==> config.mk <==
export PLATFORM = sky130hd
export DESIGN_NAME = sw_debounce
export DESIGN_NICKNAME = d
export VERILOG_FILES = /design/src/rtl/sw_debounce.sv
export SDC_FILE = /design/constraint.sdc
export NUM_CORES = 1
export LEC_CHECK = 0
export ABC_AREA = 1
export BUFFER_PORTS_ARGS = -buffer_cell sky130_fd_sc_hd__buf_2
export CORE_MARGIN = 2
export CORE_UTILIZATION = 38
export DETAILED_ROUTE_END_ITERATION = 8
export HOLD_SLACK_MARGIN = 0.05
export PLACE_DENSITY = 0.53
export RECOVER_POWER = 25
export SYNTH_ARGS = -nofsm -noshare
export SYNTH_HDL_FRONTEND = slang
export SYNTH_SLANG_ARGS = --single-unit
==> constraint.sdc <==
create_clock -name clk -period 2.2 [get_ports clk]
set_clock_uncertainty 0.05 [all_clocks]
set_input_delay 0.11 -clock clk [delete_from_list [all_inputs] [get_ports clk]]
set_output_delay 0.11 -clock clk [all_outputs]
set_load 0.005 [all_outputs]
==> src/rtl/sw_debounce.sv <==
// Slide-switch conditioner: a 2-flop synchronizer and a per-bit debounce FSM that
// produces clean levels, one-cycle rise/fall pulses and a toggle latch.
module sw_debounce #(
    parameter int WIDTH     = 2,
    parameter int DB_CYCLES = 1000000,
    parameter int CNT_W     = 20
) (
    input  logic             clk,
    input  logic             rst_n,
    input  logic [WIDTH-1:0] sw_raw,
    output logic [WIDTH-1:0] sw,
    output logic [WIDTH-1:0] sw_rise,
    output logic [WIDTH-1:0] sw_fall,
    output logic [WIDTH-1:0] sw_tog
);

    typedef enum logic {
        ST_STABLE = 1'b0,
        ST_COUNT  = 1'b1
    } state_e;

    localparam logic [CNT_W-1:0] CNT_MAX = CNT_W'(DB_CYCLES - 1);

    logic [WIDTH-1:0] sync1_q;
    logic [WIDTH-1:0] sync2_q;

    always_ff @(posedge clk) begin
        if (!rst_n) begin
            sync1_q <= '0;
            sync2_q <= '0;
        end else begin
            sync1_q <= sw_raw;
            sync2_q <= sync1_q;
        end
    end

    for (genvar gi = 0; gi < WIDTH; gi++) begin : g_bit
        state_e           state_q;
        logic [CNT_W-1:0] cnt_q;
        logic [CNT_W-1:0] cnt_d;
        logic             sw_q;
        logic             rise_q;
        logic             fall_q;
        logic             tog_q;

        assign cnt_d = cnt_q + CNT_W'(1);

        // Pulses default low every cycle so they last exactly one cycle after acceptance.
        always_ff @(posedge clk) begin
            if (!rst_n) begin
                state_q <= ST_STABLE;
                cnt_q   <= '0;
                sw_q    <= 1'b0;
                rise_q  <= 1'b0;
                fall_q  <= 1'b0;
                tog_q   <= 1'b0;
            end else begin
                rise_q <= 1'b0;
                fall_q <= 1'b0;
                case (state_q)
                    ST_STABLE: begin
                        if (sync2_q[gi] != sw_q) begin
                            state_q <= ST_COUNT;
                            cnt_q   <= CNT_W'(1);
                        end
                    end
                    ST_COUNT: begin
                        if (sync2_q[gi] == sw_q) begin
                            state_q <= ST_STABLE;
                            cnt_q   <= '0;
                        end else if (cnt_q == CNT_MAX) begin
                            state_q <= ST_STABLE;
                            cnt_q   <= '0;
                            sw_q    <= sync2_q[gi];
                            rise_q  <= sync2_q[gi];
                            fall_q  <= ~sync2_q[gi];
                            if (sync2_q[gi]) begin
                                tog_q <= ~tog_q;
                            end
                        end else begin
                            cnt_q <= cnt_d;
                        end
                    end
                    default: begin
                        state_q <= ST_STABLE;
                        cnt_q   <= '0;
                    end
                endcase
            end
        end

        assign sw[gi]      = sw_q;
        assign sw_rise[gi] = rise_q;
        assign sw_fall[gi] = fall_q;
        assign sw_tog[gi]  = tog_q;
    end

endmodule

# Yosys cells after proc, flatten, opt, wreduce, memory -nomap -nowiden
# Cells that the tools add are included.
# W data, S select, Z words.
op_classes:
  add_sub_neg: 2
  n_eq_ne: 8
  muxes: 16
  bitwise_logic: 11
  reduce_logical: 6
op_table:
  columns: ["op", "count"]
  rows:
  - ["$mux W20", 6]
  - ["$pmux W20 S2", 2]
  - ["$add A20 B1 Y20 const B", 2]
  - ["$eq A20 B20 Y1 const B", 2]
  - ["$not A1 Y1", 11]
  - ["$reduce_and A4 Y1", 2]
  - ["$reduce_or A4 Y1", 2]
  - ["$mux W1", 6]
  - ["$reduce_and A3 Y1", 2]
  - ["$ne A2 B2 Y1 const B", 2]
  - ["$pmux W1 S2", 2]
  - ["$eq A1 B1 Y1", 2]
  - ["$ne A1 B1 Y1", 2]
totals:
  reg_bits: 54
  input_bits: 4
  out_inout_bits: 8
  word_cells: 57

# Depth between registers and ports, before layout
# Gate-level depths: netlist of the first run.
depth:
  word_depth: 4
  ltp_mapped: 11
  mapped_depth_nobuf: 11

# Worst setup path before layout of the first run
# OpenSTA, ideal clock, no wires.
synth_timing:
  path_type: "register to register"
  from: "reg g_bit[1].sw_q"
  to: "reg g_bit[1].cnt_q[10]"
  setup_ns: 0.070
  arrival_time_ns: 1.448
  required_time_ns: 2.080
  slack_ns: 0.632
  path_stages_with_launch: 8
  n_path_buf: 1
  synth_period_minus_slack_ns: 1.568
  path_cell_list: "dfxtp_1 -> inv_1 -> ha_1 -> inv_1 -> nor2_2 -> clkbuf_1 -> nand2_1 -> a21oi_1"
synth_between:
  elab_chain_cells: 3
  word_cells_on_any_way: 5
  cone_classes: "3 x eq/ne; 2 x mux"
synth_rtl:
  columns: ["element", "line", "source"]
  rows:
  - ["start, declared", "41", "logic sw_q;"]
  - ["start signal, assigned", "74", "sw_q <= sync2_q[gi];"]
  - ["$eq A1 B1 Y1", "68", "if (sync2_q[gi] == sw_q) begin"]
  - ["$mux W20", "68", null]
  - ["$pmux W20 S2", "60", "case (state_q)"]
  - ["end signal, assigned", "81", "cnt_q <= cnt_d;"]
  - ["end, declared", "39", "logic [CNT_W-1:0] cnt_q;"]
# Parallel ways exist; a longest one is shown, timed or not.
# A chain may end at the register's enable or synchronous reset.

# Worst setup path in the final report of the first run
# Ends and elaborated chain as after synthesis.

==> results of run 1 <==
[layout make-up]
| type | instances | area, µm² |
|---|---|---|
| Clock inverter | 3 | 25.02 |
| Clock buffer | 5 | 68.82 |
| Sequential cell | 54 | 1081 |
| Fill cell | 914 | 4785 |
| Multi-Input combinational cell | 359 | 1708 |
| Tap cell | 105 | 131.4 |
| Inverter | 55 | 206.4 |
| Timing Repair Buffer | 16 | 87.58 |
[repair_timing]
action / 4_1_cts / 5_1_grt
hold buffers: 2 / 0
setup endpoints to repair: 0 / 0
endpoints found under the hold margin: 2 / 0
[metrics by stage]
step | cells | setup WS (ps) | total power, mW
after floorplan | 486 | 631.6 | 1.051
after global placement | 587 | 432.8 | 1.072
after detailed placement | 587 | 435.4 | 1.072
after CTS | 597 | 389.4 | 1.675
after global routing | 597 | 209.6 | 1.712
final | 597 | 407.9 | 1.636
[path summary, 6_finish.rpt]
check                                         end  depth (start not counted)  slack [ps]                        from
setup / recovery  g_bit[1].cnt_q[10]$_SDFFE_PN0P_                          7         410  g_bit[1].sw_q$_SDFFE_PN0P_
hold / removal              sync1_q[1]$_SDFF_PN0_                          3         190                       rst_n
hold reg to reg             sync2_q[0]$_SDFF_PN0_                          2         370       sync1_q[0]$_SDFF_PN0_
setup reg to reg  g_bit[1].cnt_q[10]$_SDFFE_PN0P_                          7         410  g_bit[1].sw_q$_SDFFE_PN0P_
[sequential cells by signal, summed over array words and instances (netlist names)]
name           flops
g_bit.rise_q       2
g_bit.tog_q        2
sync2_q            2
g_bit.cnt_q       40
g_bit.sw_q         2
g_bit.fall_q       2
sync1_q            2
g_bit.state_q      2
[cell usage in the layout (no fill, tap or decap), types with 4 or more instances in the layout]
| cell type | netlist | layout |
|---|---|---|
| xor2_1 | 9 | 9 |
| nand4_1 | 16 | 16 |
| o21ai_0 | 11 | 11 |
| nor2_1 | 55 | 55 |
| nand2_1 | 155 | 155 |
| buf_2 | 3 | 5 |
| a21oi_1 | 40 | 40 |
| nor2_2 | 5 | 5 |
| nand3_1 | 25 | 25 |
| dfxtp_1 | 54 | 54 |
| ha_1 | 4 | 4 |
| clkbuf_8 | 1 | 5 |
| clkbuf_1 | 4 | 6 |
| nor2_4 | 4 | 4 |
| nand2_2 | 6 | 6 |
| inv_1 | 52 | 52 |
| nor3_1 | 15 | 15 |
[critical path, stage by stage (launching register included)]
cell     delay (ps)
dfxtp_1         370
inv_1            60
ha_1            310
inv_1           130
nor2_2          320
buf_4           260
nand2_1          60
a21oi_1         150
[cell usage after synthesis, types with 2 or more instances]
master | number | area [µm²]
nor3_2 | 2 | 20.02
nand3_1 | 25 | 125.1
nand2_2 | 6 | 37.54
nor2_4 | 4 | 45.04
nor3_1 | 15 | 75.07
nor2_2 | 5 | 31.28
nand3_2 | 2 | 20.02
o21ai_0 | 11 | 55.05
buf_4 | 8 | 60.06
ha_1 | 4 | 50.05
inv_1 | 52 | 195.2
xor2_1 | 9 | 78.83
buf_2 | 3 | 15.01
a21oi_1 | 40 | 200.2
buf_6 | 2 | 22.52
nand4_1 | 16 | 100.1
clkbuf_1 | 4 | 15.01
dfxtp_1 | 54 | 1081
nor2_1 | 55 | 206.5
nand2_1 | 155 | 581.8
inv_2 | 3 | 11.26
or2_2 | 2 | 12.51
[per-layer routing]
layer / vias up / GRT usage, % / routed length [µm]
li1: 1538 / - / -
met1: 1277 / 20.31 / 3268
met2: 28 / 31.56 / 3607
met3: 4 / 2.873 / 140
met4: 0 / 4.348 / 57
met5: - / 0 / 0
[cells by family after synthesis]
group	after synthesis
flip-flops	54
buffers and inverters	73
adder cells (fa/ha/maj)	4
AND/OR/NAND/NOR	291
XOR/XNOR	10
AO/OA/AOI/OAI	54
[report_power, final]
group / switching, mW / internal (mW)
clock network: 0.354 / 0.231
registers: 0.00643 / 0.983
logic: 0.0443 / 0.0161
==> results.json, run 1 <==
{
  "grt.overflow.total": 0,
  "ctsResizeCount": 0,
  "synthMuxAreaShare_pct": 0,
  "gp_congestion": 0.8685,
  "slew_viol_final": 0,
  "min_period_ps": 1792,
  "slew_headroom_pct": 67.61,
  "io_pins": 12,
  "synthAdderAreaFrac_pct": 1.603,
  "grt_pass1_wl_um": 12280,
  "antenna_cells": 0,
  "vdd_drop_max_mv": 0.2618,
  "synth_compound_area_share_pct": 8.938,
  "cp-end-kind": "flop",
  "root_buffer": "clkbuf_8",
  "fin_hold_ws_ps": 191.8,
  "hold_class": "in -> reg",
  "synth_ff_type": "dfxtp_1",
  "yosysWarnings": 0,
  "synthArstFlopShare_pct": 0,
  "antenna_found_initial": 0,
  "synth_nets": 494,
  "max-cap-violations": 0,
  "cts.clk_slew.worst_paths_ps": 110,
  "fin_util_pct": 40.88,
  "drt-total-wl_um": 7073,
  "wl_per_cell_um": 11.85,
  "rows": 33,
  "synth-seq-cells": 54,
  "cp.arrival_ps": 1980,
  "hold_viol": 0,
  "synth_edf_count": 0,
  "drc": 0,
  "viasPerCell": 4.769,
  "leakage_nw": 1.206,
  "rsz0062_at_grt": "no",
  "start_util_pct": 38.57,
  "pwr_density_cell_nw_per_um2": 494.4,
  "syn_inst": 486,
  "grt_max_degree": 34,
  "die_x_um": 94.64,
  "post_cts_buffers": 0,
  "yosysUniqueCellTypes": 31,
  "drtIter0Drc": 103,
  "clockBufferDepth": 2,
  "grt_pass1_vias": 2754,
  "synth-xor-area-share_pct": 2.806,
  "num_vias": 2847,
  "die-area_um2": 8956,
  "tightestPinTransition_ps": 485.9,
  "synthesis.area_um2": 3122,
  "syn_area_per_cell_um2": 6.423,
  "syn_to_final_growth_pct": 5.972,
  "drive_gt1_share_pct": 8.333,
  "fin_area_um2": 3308,
  "seq_area_frac_synth_pct": 34.63,
  "required_ps": 2390,
  "post-route-period-util_pct": 81.46,
  "status": "finished clean",
  "drtAntennaViolNets": 0,
  "setup_violations": 0,
  "core_area_um2": 8093,
  "placed_cell_area_um2": 3204,
  "clock_sinks": 54,
  "clk_latency_ps": 310,
  "startpoint_type": "flop",
  "synth_top_family_by_area": "simple AND/OR/NAND/NOR gates",
  "yosys.area_share.simple_pct": 41.36,
  "hpwl_um": 5045,
  "path_class": "reg -> reg",
  "cts_made_buffers": 5,
  "grt_usage_pct": 17.06,
  "path_max_fanout": 11,
  "fin_tns_setup_ps": 0,
  "portBuffers": 11,
  "h-tree-depth": 2,
  "firstDrtPassIters": 6,
  "fmax_ghz": 0.5580,
  "cts_tree": "done",
  "die_h_um": 94.64,
  "nets": 499
}
Power figures use the tool's default switching activity.
==> inputs of run 2 (changes only) <==
Clock period 2.2 ns to 1.69 ns, I/O delays scaled along.
==> results.json, run 2 (synthesis gave the netlist of run 1 again) <==
{
  "place_ws_ps": 17.91,
  "viasPerCell": 4.823,
  "finalWorstSetupSlack_ps": 118.6,
  "core_area_um2": 8093,
  "h-tree-depth": 2,
  "fin_tns_setup_ps": 0,
  "start_util_pct": 38.57,
  "fin_area_um2": 3502,
  "placed_cell_area_um2": 3322,
  "fin_total_pwr_mw": 2.146,
  "r2r_slack_ps": 120,
  "fin_util_pct": 43.27,
  "largest_register_ffs": 40,
  "intPower_mw": 1.606,
  "use_met2_pct": 32.57,
  "swShare_pct": 25.19,
  "cts_tree": "done",
  "placed_cells": 601,
  "drt-total-wl_um": 7459,
  "status": "finished clean",
  "grt_pass1_wl_um": 12550,
  "p_comb_share_pct": 4.5,
  "final_cell_mix": "153 x nand2_1, 55 x nor2_1, 51 x inv_1",
  "r2r_start": "g_bit[1].cnt_q[0]$_SDFFE_PN0P_",
  "r2r_cells": 10,
  "drtIter0Drc": 71,
  "io_pins": 12,
  "cp_cell_sequence": "ha_2, nand2_2, nor3_4, nand3_4, nand2_2, inv_4, nand2_1, nand2_1, inv_1, nor2_1",
  "startpoint_type": "flop",
  "min_period_ps": 1571,
  "grt.overflow.total": 0,
  "top_usage_layer": "met2",
  "clk_latency_ps": 310,
  "syn_to_final_growth_pct": 12.18,
  "grtUsageMet3_pct": 2.873,
  "die_h_um": 94.64,
  "required_ps": 1870,
  "grt_pass1_vias": 2765,
  "reg2reg_to": "g_bit[1].cnt_q[15]$_SDFFE_PN0P_",
  "clock_sinks": 54,
  "grt_usage_pct": 17.54,
  "grt_util_met1_pct": 20.83,
  "wl_per_cell_um": 12.13,
  "tightestPinTransition_ps": 330.8,
  "firstDrtPassIters": 4,
  "layout_commonest_cell": "nand2_1",
  "final_cells": 615,
  "critical_path.endpoint": "g_bit[1].cnt_q[15]$_SDFFE_PN0P_",
  "pwr_density_cell_nw_per_um2": 612.9,
  "portBuffers": 11,
  "root_buffer": "clkbuf_8",
  "max_stage_delay_ps": 350,
  "leakage_nw": 1.304,
  "cts_made_buffers": 5,
  "switchingPower_mw": 0.5408,
  "max-cap-violations": 0,
  "nets": 517,
  "top_register": "g_bit.cnt_q",
  "drive_gt1_share_pct": 12.94,
  "cts.clk_slew.worst_paths_ps": 110,
  "die_x_um": 94.64,
  "hpwl_um": 5262,
  "grt_max_degree": 34,
  "antenna_cells": 0,
  "cpMaxStageDelayCell": "dfxtp_2",
  "slew_headroom_pct": 77.87,
  "antenna_found_initial": 0,
  "vdd_drop_max_mv": 0.3149,
  "hold_class": "in -> reg",
  "path_class": "reg -> reg",
  "num_vias": 2966,
  "slew_viol_final": 0,
  "drtAntennaViolNets": 0,
  "setup.worst_path.start": "g_bit[1].cnt_q[0]$_SDFFE_PN0P_",
  "gp_congestion": 0.7951,
  "drc": 0,
  "clockBufferDepth": 2,
  "rows": 33,
  "power_frac_seq_pct": 59.9,
  "cp.arrival_ps": 1750,
  "die-area_um2": 8956,
  "path_max_fanout": 14,
  "hold_viol": 0,
  "fmax_ghz": 0.6364,
  "post-route-period-util_pct": 92.98,
  "p_clk_share_pct": 35.5,
  "fin_hold_ws_ps": 171.7,
  "cp-end-kind": "flop",
  "setup_violations": 0
}
==> run 2: final cells by class <==
type	instances	area [µm²]
Clock buffer	5	68.82
Clock inverter	3	21.27
Fill cell	902	4591
Inverter	55	211.5
Multi-Input combinational cell	359	1752
Sequential cell	54	1089
Tap cell	105	131.4
Timing Repair Buffer	34	229.0
==> run 2: how the worst min path moves through the flow <==
stage	start	to	slack, ps	cells past startpoint
2_1_floorplan	sw_raw[0]	sync1_q[0]$_SDFF_PN0_	130	2
3_3_place_gp	sw_raw[0]	sync1_q[0]$_SDFF_PN0_	210	3
3_5_place_dp	sw_raw[0]	sync1_q[0]$_SDFF_PN0_	220	3
4_1_cts	rst_n	g_bit[0].cnt_q[15]$_SDFFE_PN0P_	170	4
5_1_grt	rst_n	g_bit[0].cnt_q[15]$_SDFFE_PN0P_	170	4
6_report	rst_n	g_bit[0].cnt_q[1]$_SDFFE_PN0P_	170	4
==> run 2: critical path, delay by kind of cell, from the launching register on <==
| kind | cells | cell delay (ps) |
|---|---|---|
| AND/OR/NAND/NOR | 7 | 760 |
| buffers and inverters | 2 | 130 |
| adder cells (fa/ha/maj) | 1 | 190 |
| flip-flops | 1 | 350 |
==> run 2: power groups by stage <==
stage | combinational [mW] | clock, mW | sequential [mW]
2_1_floorplan | 0.0538 | 0 | 1.31
3_5_place_dp | 0.0939 | 0 | 1.32
5_1_grt | 0.108 | 0.831 | 1.29
4_1_cts | 0.0988 | 0.796 | 1.29
3_3_place_gp | 0.0940 | 0 | 1.32
6_report | 0.0970 | 0.763 | 1.29
==> run 2: repair_timing <==
| item | in CTS | in global routing |
|---|---|---|
| endpoints found under the setup margin | 0 | 37 |
| endpoints found under the hold margin | 2 | 0 |
| hold buffers | 2 | 0 |
| setup buffers | 0 | 4 |
| resized for setup | 0 | 19 |
==> run 2: metal layers <==
layer / vias up / wire length [µm]
met1: 1362 / 3447
met2: 25 / 3815
met3: 5 / 135
li1: 1574 / -
met5: - / 0
met4: 0 / 59
